[config.mk]
export PLATFORM = sky130hd
export DESIGN_NAME = seven_seg_scan_driver
export DESIGN_NICKNAME = d
export VERILOG_FILES = /design/src/rtl/seven_seg_scan_driver.sv
export SDC_FILE = /design/constraint.sdc
export NUM_CORES = 1
export LEC_CHECK = 0
export ABC_AREA = 1
export CAP_MARGIN = 20
export CORE_MARGIN = 8
export CORE_UTILIZATION = 57
export DETAILED_ROUTE_END_ITERATION = 10
export DONT_BUFFER_PORTS = 1
export MAX_ROUTING_LAYER = met4
export PLACE_DENSITY = 0.75
export SETUP_SLACK_MARGIN = 0.4
export SLEW_MARGIN = 20
export SYNTH_ARGS = -nofsm -noshare
export SYNTH_HDL_FRONTEND = slang
export SYNTH_SLANG_ARGS = --single-unit
[constraint.sdc]
create_clock -name clk -period 1.7 [get_ports clk]
set_clock_uncertainty 0.05 [all_clocks]
set_input_delay 0.51 -clock clk [delete_from_list [all_inputs] [get_ports clk]]
set_output_delay 0.51 -clock clk [all_outputs]
set_load 0.01 [all_outputs]
[src/rtl/seven_seg_scan_driver.sv]
// Four-digit multiplexed common-anode seven-segment driver.
// Inputs are snapshotted once per scan frame so a digit set never tears mid-scan.
module seven_seg_scan_driver #(
  parameter int REFRESH_DIV = 100000
) (
  input  logic        clk,
  input  logic        rst,
  input  logic [15:0] value,
  input  logic [3:0]  digit_en,
  input  logic [3:0]  dp_in,
  output logic [3:0]  an,
  output logic [6:0]  seg,
  output logic        dp
);

  localparam int DW = (REFRESH_DIV > 1) ? $clog2(REFRESH_DIV) : 1;
  localparam logic [DW-1:0] DIV_LAST = DW'(REFRESH_DIV - 1);

  logic [DW-1:0] div_cnt_r;
  logic [1:0]    sel_r;
  logic [15:0]   snap_value_r;
  logic [3:0]    snap_en_r;
  logic [3:0]    snap_dp_r;
  logic          init_pending_r;

  logic          tick_s;
  logic          load_s;
  logic [3:0]    nibble_s;
  logic          blank_s;
  logic [3:0]    an_s;
  logic [6:0]    seg_s;
  logic          dp_s;

  // Glyph table, active-low segments g..a.
  function automatic logic [6:0] hex_glyph(input logic [3:0] n);
    logic [6:0] g;
    case (n)
      4'h0:    g = 7'h40;
      4'h1:    g = 7'h79;
      4'h2:    g = 7'h24;
      4'h3:    g = 7'h30;
      4'h4:    g = 7'h19;
      4'h5:    g = 7'h12;
      4'h6:    g = 7'h02;
      4'h7:    g = 7'h78;
      4'h8:    g = 7'h00;
      4'h9:    g = 7'h10;
      4'hA:    g = 7'h08;
      4'hB:    g = 7'h03;
      4'hC:    g = 7'h46;
      4'hD:    g = 7'h21;
      4'hE:    g = 7'h06;
      4'hF:    g = 7'h0E;
      default: g = 7'h7F;
    endcase
    return g;
  endfunction

  // Slot tick, frame-wrap load strobe and next output values from registered state only.
  always_comb begin
    tick_s   = (div_cnt_r == DIV_LAST);
    load_s   = init_pending_r | (tick_s & (sel_r == 2'd3));
    nibble_s = snap_value_r[{sel_r, 2'b00} +: 4];
    blank_s  = init_pending_r | ~snap_en_r[sel_r];
    if (blank_s) begin
      an_s  = 4'b1111;
      seg_s = 7'h7F;
      dp_s  = 1'b1;
    end else begin
      an_s  = ~(4'b0001 << sel_r);
      seg_s = hex_glyph(nibble_s);
      dp_s  = ~snap_dp_r[sel_r];
    end
  end

  // Divider, digit select, frame snapshot and output registers.
  always_ff @(posedge clk) begin
    if (rst) begin
      div_cnt_r      <= '0;
      sel_r          <= 2'd0;
      snap_value_r   <= 16'h0000;
      snap_en_r      <= 4'b0000;
      snap_dp_r      <= 4'b0000;
      init_pending_r <= 1'b1;
      an             <= 4'b1111;
      seg            <= 7'h7F;
      dp             <= 1'b1;
    end else begin
      div_cnt_r      <= tick_s ? '0 : div_cnt_r + DW'(1);
      sel_r          <= tick_s ? sel_r + 2'd1 : sel_r;
      init_pending_r <= 1'b0;
      if (load_s) begin
        snap_value_r <= value;
        snap_en_r    <= digit_en;
        snap_dp_r    <= dp_in;
      end else begin
        snap_value_r <= snap_value_r;
        snap_en_r    <= snap_en_r;
        snap_dp_r    <= snap_dp_r;
      end
      an  <= an_s;
      seg <= seg_s;
      dp  <= dp_s;
    end
  end

endmodule

-- After elaboration in Yosys (flattened, before gate mapping)
Memory sizes are Yosys's and may differ from the RTL's. A register that Yosys moved wholly into a read port is not among the register bits.
Index checks and enable logic that the tools add are counted.
- mux-type cells: 5
- $lt $le $gt $ge: 1
- shifts and indexed selects: 2
- reduce and logical (&&, ||, !) cells: 2
- equal/unequal tests: 2
- bitwise gates (word level): 6
- add/subtract/negate cells: 2
- operator list (kind ; count):
    $add A17 B1 Y17 const B ; 1
    $eq A17 B17 Y1 const B ; 1
    $shiftx A16 B5 Y4 ; 1
    $bmux W1 S2 ; 2
    $not A4 Y4 ; 1
    $reduce_or A2 Y1 ; 2
    $shl A1 B2 Y4 const A ; 1
    $lt A2 B3 Y1 const B ; 1
    $mux W1 ; 3
    $add A2 B1 Y2 const B ; 1
    $eq A2 B2 Y1 const B ; 1
    $not A1 Y1 ; 2
    $or A1 B1 Y1 ; 2
    $and A1 B1 Y1 ; 1
- output and inout port bits: 12
- register bits: 49
- word-level logic and storage cells: 29
- memory bits (read-only): 112
- memories: 1
- memory list (memory ; depth ; bits a word ; rd ports ; clocked after Yosys merged registers in ; write ports ; line ; source):
    (no name shown) ; 16 ; 7 ; 1 ; 1 ; 0 ; 37 ; case (n)

-- Depth between registers and ports, before layout
Gate-level depths: netlist of run 1.
- word-level depth: 5
- depth in mapped cells: 11

-- Worst setup path before layout of run 1
Ideal clock, no wire load.
- kind: reg-to-reg
- start point: register sel_r[0]
- end point: register seg[5]
- cell stages (with the launch flop): 12
- library setup time: 0.125 ns
- arrival time: 1.509 ns
- slack: 0.016 ns
- period minus slack after synthesis: 1.684 ns
- data required time: 1.525 ns
- cells stage by stage: dfxtp_1 buf_2 buf_2 nand2_1 nand3_1 nand2_1 inv_1 ha_1 inv_1 nor2_1 o21ai_0 nand3_1
- longest elaborated chain between the ends: 5
- RTL lines (what ; line ; source):
    start: declaration ; 20 ; logic [1:0] sel_r;
    start signal: assignment ; 90 ; sel_r <= tick_s ? sel_r + 2'd1 : sel_r;
    $bmux W1 S2 ; 64 ; blank_s = init_pending_r | ~snap_en_r[sel_r];
    $mux W1 (not written as such) ; 64 ;
    $not A1 Y1 ; 64 ;
    $or A1 B1 Y1 ; 64 ;
    $reduce_or A2 Y1 (no line) ; - ;
    end: declaration ; 12 ; output logic [6:0] seg,
Several ways; a longest one is shown, not always the timed one. The select of a mux whose other input is x is not followed.
A chain may end at the register's enable or synchronous reset.

-- Worst setup path after layout of run 1
- start point: register div_cnt_r[11]
- end point: register snap_value_r[15]
- longest elaborated chain between the ends: 3
- RTL lines (what ; line ; source):
    start: declaration ; 19 ; logic [DW-1:0] div_cnt_r;
    start signal: assignment ; 89 ; div_cnt_r <= tick_s ? '0 : div_cnt_r + DW'(1);
    $eq A17 B17 Y1 ; 61 ; tick_s = (div_cnt_r == DIV_LAST);
    $and A1 B1 Y1 ; 62 ; load_s = init_pending_r | (tick_s & (sel_r == 2'd3));
    $or A1 B1 Y1 ; 62 ;
    end signal: assignment ; 93 ; snap_value_r <= value;
    end signal: assignment ; 97 ; snap_value_r <= snap_value_r;
    end: declaration ; 21 ; logic [15:0] snap_value_r;
Every way passes these cells.

==> results of run 1 <==
[final timing paths]
path | start | endpoint | slack (ns) | depth (start not counted)
hold / removal | rst | init_pending_r | 0.17 | 0
hold reg to reg | div_cnt_r[14] | div_cnt_r[14] | 0.44 | 2
setup reg to reg | div_cnt_r[11] | snap_value_r[15] | 0.14 | 10
setup / recovery | div_cnt_r[11] | snap_value_r[15] | 0.14 | 10
[sequential cells by signal, summed over array words and instances (netlist names)]
name / flops
div_cnt_r: 17
snap_value_r: 16
seg: 7
an: 4
snap_dp_r: 4
snap_en_r: 4
sel_r: 2
dp: 1
init_pending_r: 1
[cells in the mapped netlist (all sizes together)]
| library cell | n |
|---|---|
| nand2 | 79 |
| clkinv | 1 |
| nor2 | 60 |
| o21ai | 15 |
| buf | 12 |
| xnor2 | 2 |
| nand3b | 1 |
| ha | 11 |
| xor2 | 8 |
| inv | 48 |
| nor3 | 2 |
| o221ai | 1 |
| clkbuf | 5 |
| nand3 | 48 |
| or2 | 2 |
| dfxtp | 56 |
| nand4 | 2 |
| o211ai | 3 |
| a21oi | 32 |
[power by group through the flow]
| stage | combinational [mW] | clock, mW | sequential [mW] |
|---|---|---|---|
| floorplan | 0.197 | 0 | 1.42 |
| global placement | 0.231 | 0 | 1.43 |
| detailed placement | 0.236 | 0 | 1.43 |
| CTS | 0.252 | 0.964 | 1.39 |
| global route | 0.355 | 1.01 | 1.40 |
| finish | 0.319 | 0.954 | 1.40 |
[per-layer routing]
layer  vias to the layer above  part of all wire
li1                       1280                 -
met1                      1243              0.40
met2                       112              0.50
met3                        21             0.069
met4                         0             0.025
met5                         -                 0
[final cells by class]
type | instances | area [um2]
Multi-Input combinational cell | 267 | 1692
Timing Repair inverter | 1 | 8.758
Clock buffer | 7 | 96.34
Inverter | 49 | 209.0
Tap cell | 67 | 83.83
Timing Repair Buffer | 35 | 381.6
Fill cell | 319 | 1075
Sequential cell | 56 | 1147
Clock inverter | 1 | 30.03
[repair_timing]
item | CTS | global route
gates cloned | 0 | 9
buffers inserted | 6 | 14
setup endpoints to repair | 53 | 55
pin swaps | 7 | 22
gates resized for setup | 37 | 76
[critical path, cell delays in order (launching register included)]
cell       delay (ns)
dfxtp_4          0.37
inv_2            0.06
nand2_2          0.05
nor2_2           0.12
nand2_2          0.08
nor2_4           0.11
nand3_4          0.18
clkbuf_16        0.22
nand3_1          0.08
nand2_1          0.07
nor2_1           0.11
[per-stage QoR]
stage / hold WS [ns] / total power, mW
after detailed placement: 0.3932 / 1.664
after global routing: 0.1576 / 2.762
after CTS: 0.1647 / 2.611
final: 0.1679 / 2.668
after global placement: 0.3801 / 1.658
after floorplan: 0.3697 / 1.615
[logic make-up (layout without fill, tap and decap cells)]
| logic type | after synthesis | count (layout) | share of synthesized area |
|---|---|---|---|
| AO/OA/AOI/OAI | 51 | 51 | 0.1222 |
| XOR/XNOR | 10 | 10 | 0.03134 |
| flip-flops | 56 | 56 | 0.4011 |
| adder cells (fa/ha/maj) | 11 | 11 | 0.04924 |
| AND/OR/NAND/NOR | 194 | 195 | 0.2923 |
| buffers and inverters | 66 | 93 | 0.1039 |
==> key figures, run 1 <==
Die
  – Die X: 86.03 um
  – Height of the die: 86.03 um
  – Initial core utilization: 0.5918
  – Row count: 25
  – Die area: 7400 um2
  – Io pins: 38
  – Core area: 4723 um2

STA
  – Worst rel slew slack: 0.7595
  – Setup_tns: 0 ns
  – Worst Max-Slew Pin Slew: 0.3586 ns
  – Fin. Hold Viols: 0
  – RSZ-0062 raised after global routing: yes
  – Worst setup margin: 0.1415 ns
  – Max Slew Vio Count: 0
  – Final setup viols: 0
  – FMAX: 0.6417 GHz
  – Fin crit share: 0.9168
  – Fin crit period: 1.558 ns

Routing
  – DRT antenna net count: 0
  – Wire per inst: 16.11 um
  – Vias/cell: 5.499
  – DRC: 0
  – Final wirelength: 7781 um
  – DRT iter0 DRCs: 146
  – Drt pass-1 iters: 5
  – Via count: 2656

CTS
  – Total CTS buffers: 5
  – # clock sinks: 56
  – Post-CTS Hold Fix Bufs: 0
  – Htree depth: 2
  – Clock Latency Late Sink: 0.32 ns
  – CTS tree: built
  – Clock slew at reported path FFs: 0.10 ns
  – Root Driver: clkbuf_8
  – Clk buf depth: 2

Pwr
  – Switching Share: 0.2470
  – P per Cell Area: 731.4 nW/um2
  – Sequential share of power: 0.523
  – Static leakage: 1.494 nW
  – Sw Pwr: 659.0 uW
  – Comb power frac: 0.120
  – Peak VDD IR: 0.4674 mV
  – Clock network fraction of total power: 0.357
  – P_int: 2.009 mW

Global routing
  – Grt met1 use: 0.2008
  – GRT met2 Usage: 0.2638
  – Vias in the first global route: 2227
  – Initial antenna violation count: 0
  – Pin count of the biggest net entering global routing: 49
  – Global route hottest layer: met2
  – Grt total ovfl: 0
  – Total track usage: 0.1688
  – GRT met3 Usage: 0.05444
  – First-pass GRT wire length: 9991 um

Critical path
  – CP Data Arrival Time: 1.76 ns
  – Crit end category: flip-flop
  – Critical path data required time: 1.90 ns
  – Crit path max fanout: 7
  – WS Path Type: reg -> reg
  – Worst Setup Start Kind: flip-flop

Synthesis
  – Syn Inst Count: 388
  – Warnings from Yosys: 0
  – Library cells used by synthesis: 27
  – Largest area contributor in the netlist: dfxtp_1
  – Synth top area share: 0.4011
  – Flop and latch count out of synthesis: 56
  – Part of the Yosys area used for sequential elements: 0.4011
  – Avg Cell Area, Syn: 7.204 um2
  – Synth top area cells: dfxtp_1, nand2_1, nand3_1
  – Syn Std Cell Area: 2795 um2
  – Syn Nets: 425

Cells and area
  – Most common cell after layout, fill and taps aside: nand2_1
  – Share of layout cells above drive strength 1: 0.3678
  – Commonest non-fill, non-tap cells in the layout: nand2_1, nor2_1, dfxtp_1, nand3_1, inv_1
  – Nets: 452
  – Fin util: 0.7725
  – Non-Filler Instances: 483
  – Ant diodes: 0
  – Area grow syn2layout: 30.53%
  – Final non-filler cell area: 3649 um2

Place
  – DP HPWL: 4016 um
  – Port bufs: 0
  – Total placed cells including tap cells: 446
  – Worst slack at placement: 0.05898 ns
  – RD Place Congestion: 0.9046
  – Area after DPL: 2908 um2

Run status
  – Status: finished, final reports clean

Worst hold path
  – Hold WC Path Type: in -> reg

Run
  – Max-cap violation count: 0
Power figures use the tool's default switching activity.
==> inputs of run 2 (changes only) <==
SETUP_SLACK_MARGIN = default   (was 0.4)
==> run 2 against run 1 <==
  * Cell count decreased by 4.3%
  * Die area is the same
  * Utilization shrank 12 points
  * First-iteration DRC count is 31% lower
  * Global-route usage down 0.53 points
==> key figures, run 2 (synthesis gave the netlist of run 1 again) <==
Pwr
  – Peak VDD IR: 0.3928 mV
  – Static leakage: 1.276 nW
  – P per Cell Area: 756.5 nW/um2
  – Total power: 2.315 mW

Global routing
  – Vias in the first global route: 2235
  – Total track usage: 0.1635
  – Grt total ovfl: 0
  – Pin count of the biggest net entering global routing: 38
  – First-pass GRT wire length: 9611 um
  – Initial antenna violation count: 0

Cells and area
  – Area grow syn2layout: 9.490%
  – Share of layout cells above drive strength 1: 0.1595
  – Fin util: 0.6479
  – Commonest non-fill, non-tap cells in the layout: nand2_1, nor2_1, dfxtp_1, nand3_1, inv_1
  – Nets: 432
  – Most common cell after layout, fill and taps aside: nand2_1
  – Max FFs per register: 17
  – Largest reg by FF count: div_cnt_r
  – Ant diodes: 0
  – Top Registers: div_cnt_r: 17 flops, snap_value_r: 16 flops, seg: 7 flops

STA
  – Worst rel slew slack: 0.7719
  – RSZ-0062 raised after global routing: no
  – Setup_tns: 0 ns
  – Fin crit period: 1.577 ns
  – Worst Max-Slew Pin Slew: 0.3409 ns
  – Final setup viols: 0
  – Max Slew Vio Count: 0
  – Hold_ws: 0.1833 ns
  – Fin. Hold Viols: 0
  – FMAX: 0.6341 GHz
  – Fin crit share: 0.9277

Place
  – DP HPWL: 4178 um
  – RD Place Congestion: 0.8528
  – Port bufs: 0

Routing
  – Wire per inst: 12.26 um
  – DRT antenna net count: 0
  – Final wirelength: 5664 um
  – DRT iter0 DRCs: 101
  – DRC: 0
  – Drt pass-1 iters: 4
  – Via count: 2298
  – Vias/cell: 4.974

Die
  – Die X: 86.03 um
  – Row count: 25
  – Core area: 4723 um2
  – Initial core utilization: 0.5918
  – Height of the die: 86.03 um
  – Die area: 7400 um2
  – Io pins: 38

Critical path
  – Crit path max fanout: 19
  – Critical path data required time: 1.84 ns
  – WS Path Type: reg -> reg
  – CP dominant cell by count: nand3_1
  – CP Data Arrival Time: 1.71 ns
  – Crit end category: flip-flop
  – CP max stage cell: dfxtp_2
  – Worst Setup Start Kind: flip-flop
  – Worst path cell trace: buf_12, nand2_1, nand3_1, nand2_2, buf_4, ha_1, inv_1, nor2_1, o21ai_1, nand3_1
  – Crit path largest cell delay: 0.37 ns

CTS
  – Root Driver: clkbuf_8
  – Clock slew at reported path FFs: 0.10 ns
  – CTS tree: built
  – Clock Latency Late Sink: 0.31 ns
  – Total CTS buffers: 5
  – # clock sinks: 56
  – Clk buf depth: 2
  – Post-CTS Hold Fix Bufs: 0
  – Htree depth: 2

Run
  – Max-cap violation count: 0

Worst hold path
  – Hold WC Path Type: in -> reg

Run status
  – Status: finished, final reports clean
-- run 2: cell count changes in the layout (fill, tap and decap cells not counted), sizes merged --
| cell | before | now |
|---|---|---|
| buf | 32 | 17 |
| clkinvlp | 0 | 1 |
| bufinv | 1 | 0 |
| nand2 | 80 | 79 |
| clkbuf | 10 | 5 |
-- run 2: what timing repair did --
action / in CTS / in global routing
endpoints found under the setup margin: 0 / 41
buffers inserted: 0 / 3
resized for setup: 0 / 17
-- run 2: final cells by class --
| class | count | area [um2] |
|---|---|---|
| inverters | 49 | 186.4 |
| fillers | 418 | 1663 |
| clock buffers | 5 | 68.82 |
| multi-input cells | 266 | 1409 |
| repair buffers | 17 | 176.4 |
| well taps | 67 | 83.83 |
| clock inverters | 2 | 12.51 |
| flip-flops and latches | 56 | 1124 |
-- run 2: where the power goes --
part / internal, mW / switching (mW)
Sequential: 1.36 / 0.0289
Combinational: 0.0979 / 0.145
Clock: 0.280 / 0.400
-- run 2: final timing paths --
| check | cells past startpoint | from | slack, ns | endpoint |
|---|---|---|---|---|
| setup / recovery | 10 | sel_r[0] | 0.12 | seg[3] |
| hold reg to reg | 1 | div_cnt_r[0] | 0.40 | div_cnt_r[0] |
| hold / removal | 0 | rst | 0.18 | init_pending_r |
| setup reg to reg | 10 | sel_r[0] | 0.12 | seg[3] |
-- run 2: layer usage --
metal / vias up / track usage / part of all wire
met3: 5 / 0.04871 / 0.051
met2: 43 / 0.2764 / 0.47
li1: 1236 / - / -
met1: 1014 / 0.1829 / 0.47
met5: - / - / 0
met4: 0 / 0.04299 / 0.0069
-- run 2: stage by stage --
step                      cell area, um2  cells  setup WS [ns]
after floorplan                     2795    388        0.01599
after global placement              2915    452        0.09950
after detailed placement            2915    452        0.05622
after CTS                           2997    459        0.03065
after global routing                3060    462       0.004243
final                               3060    462         0.1228
-- run 2: critical path: cells and delay by family, from the launching register on --
kind	cells	cell delay (ns)
flops	1	0.37
simple gates	5	0.36
buf+inv	3	0.35
fa+ha+maj	1	0.18
compound gates	1	0.14
==> inputs of run 3 (changes only) <==
CORE_ASPECT_RATIO = 1.5   (was default)
==> run 3 against run 2 <==
  * Wire length fell by 0.58%
  * Setup slack got worse by 0.0035 ns
  * First-iteration DRC count rose by 87%
  * Combinational power barely moved
  * Register-to-register slack barely moved
  * Utilization fell by 1.2 points
  * Global-route usage fell by 0.11 points
  * Cell count fell by 0.22%
  * Worst hold slack got worse by 0.0036 ns
  * Power rose by 1.9%
  * Largest cell class unchanged
  * Largest power group unchanged
==> key figures, run 3 (synthesis gave the netlist of run 1 again) <==
STA
  – FMAX: 0.6327 GHz
  – Worst rel slew slack: 0.6570
  – Setup_tns: 0 ns
  – Fin crit share: 0.9298
  – Worst Max-Slew Pin Slew: 0.5114 ns
  – Hold_ws: 0.1797 ns
  – Fin crit period: 1.581 ns
  – Final setup viols: 0
  – Max Slew Vio Count: 0
  – Fin. Hold Viols: 0

CTS
  – Clock slew at reported path FFs: 0.09 ns
  – Root Driver: clkbuf_8
  – CTS tree: built
  – Htree depth: 2
  – Clock Latency Late Sink: 0.30 ns
  – Clk buf depth: 2
  – # clock sinks: 56
  – Total CTS buffers: 5

Critical path
  – CP Data Arrival Time: 1.78 ns
  – Setup crit end: seg[3]
  – WS Path Type: reg -> reg
  – Crit end category: flip-flop
  – Worst Setup Start Kind: flip-flop
  – Crit path max fanout: 5
  – Setup slack, reg-to-reg: 0.12 ns
  – Reg-to-Reg Start: sel_r[1]
  – Critical path data required time: 1.89 ns
  – Worst reg2reg path depth: 7
  – Worst r2r dst: seg[3]
  – Critical path startpoint: sel_r[1]

Place
  – RD Place Congestion: 0.8643
  – Area after DPL: 2922 um2
  – DP HPWL: 4178 um
  – Port bufs: 0

Die
  – Io pins: 38
  – Initial core utilization: 0.5859
  – Die area: 7447 um2
  – Die X: 73.18 um
  – Height of the die: 101.8 um
  – Core area: 4771 um2
  – Row count: 31

Cells and area
  – Ant diodes: 0
  – Top Registers: div_cnt_r: 17 flops, snap_value_r: 16 flops, seg: 7 flops
  – Fin util: 0.6355
  – Most common cell after layout, fill and taps aside: nand2_1
  – Nets: 431
  – Share of layout cells above drive strength 1: 0.1468
  – Area grow syn2layout: 8.460%
  – Largest reg by FF count: div_cnt_r
  – Max FFs per register: 17
  – Commonest non-fill, non-tap cells in the layout: nand2_1, nor2_1, dfxtp_1, nand3_1, inv_1
  – Final non-filler cell area: 3032 um2

Pwr
  – Peak VDD IR: 0.4698 mV
  – Static leakage: 1.281 nW
  – P per Cell Area: 778.4 nW/um2
  – Total power: 2.360 mW

Global routing
  – Grt total ovfl: 0
  – Initial antenna violation count: 0
  – Vias in the first global route: 2237
  – Total track usage: 0.1624
  – Pin count of the biggest net entering global routing: 49
  – First-pass GRT wire length: 9377 um

Run status
  – Status: finished, final reports clean

Routing
  – DRT antenna net count: 0
  – Drt pass-1 iters: 4
  – Vias/cell: 5.091
  – DRC: 0
  – Final wirelength: 5631 um
  – DRT iter0 DRCs: 189
  – Wire per inst: 12.21 um
  – Via count: 2347

Run
  – Max-cap violation count: 0

Worst hold path
  – Hold WC Path Type: in -> reg
  – Hold Crit Start: rst
## run 3: changes by cell type in the layout (fill, tap and decap cells not counted), moves of 2 or more
| cell | delta |
|---|---|
| o21ai_0 | +4 |
| o21ai_1 | -4 |
| buf_6 | -2 |
| clkbuf_1 | +2 |
## run 3: worst max-delay path: stages, from the launching register on
cell and delay, ns:
dfxtp_1 0.43, inv_1 0.12, nand3_1 0.12, nand2_2 0.09, ha_1 0.33, o21ai_0 0.23
nand2_1 0.07, nand3_1 0.08
## run 3: area by class of cell
type | instances | area [um2]
fillers | 459 | 1739
multi-input cells | 266 | 1389
flip-flops and latches | 56 | 1122
inverters | 49 | 186.4
repair buffers | 16 | 161.4
clock buffers | 8 | 90.09
well taps | 66 | 82.58
## run 3: what timing repair did
action / 4_1_cts / 5_1_grt
buffers inserted: 0 / 1
endpoints found under the setup margin: 0 / 17
hold buffers: 0 / 0
resized for setup: 0 / 6
## run 3: metal layers
layer,wire [um],vias up,track usage
li1,-,1232,-
met1,2404,1046,0.1686
met2,2829,54,0.2820
met3,213,15,0.03072
met4,185,0,0.08359
met5,0,-,-
## run 3: worst min path at each step
stage | to | cells after the start
detailed placement | div_cnt_r[0] | 1
global placement | div_cnt_r[0] | 1
finish | init_pending_r | 0
floorplan | div_cnt_r[0] | 1
CTS | init_pending_r | 0
global route | init_pending_r | 0
## run 3: where the power goes
group          total, mW  internal [mW]  switching [mW]
registers           1.39           1.36          0.0305
clock network      0.725          0.333           0.392
logic              0.241         0.0995           0.142
total               2.36           1.80           0.564
## run 3: per-stage QoR
| step | setup WS, ns | std cells |
|---|---|---|
| 2_1_floorplan | 0.01599 | 388 |
| 3_3_place_gp | 0.1329 | 452 |
| 3_5_place_dp | 0.09158 | 452 |
| 4_1_cts | 0.04993 | 460 |
| 5_1_grt | -0.01520 | 461 |
| 6_report | 0.1194 | 461 |
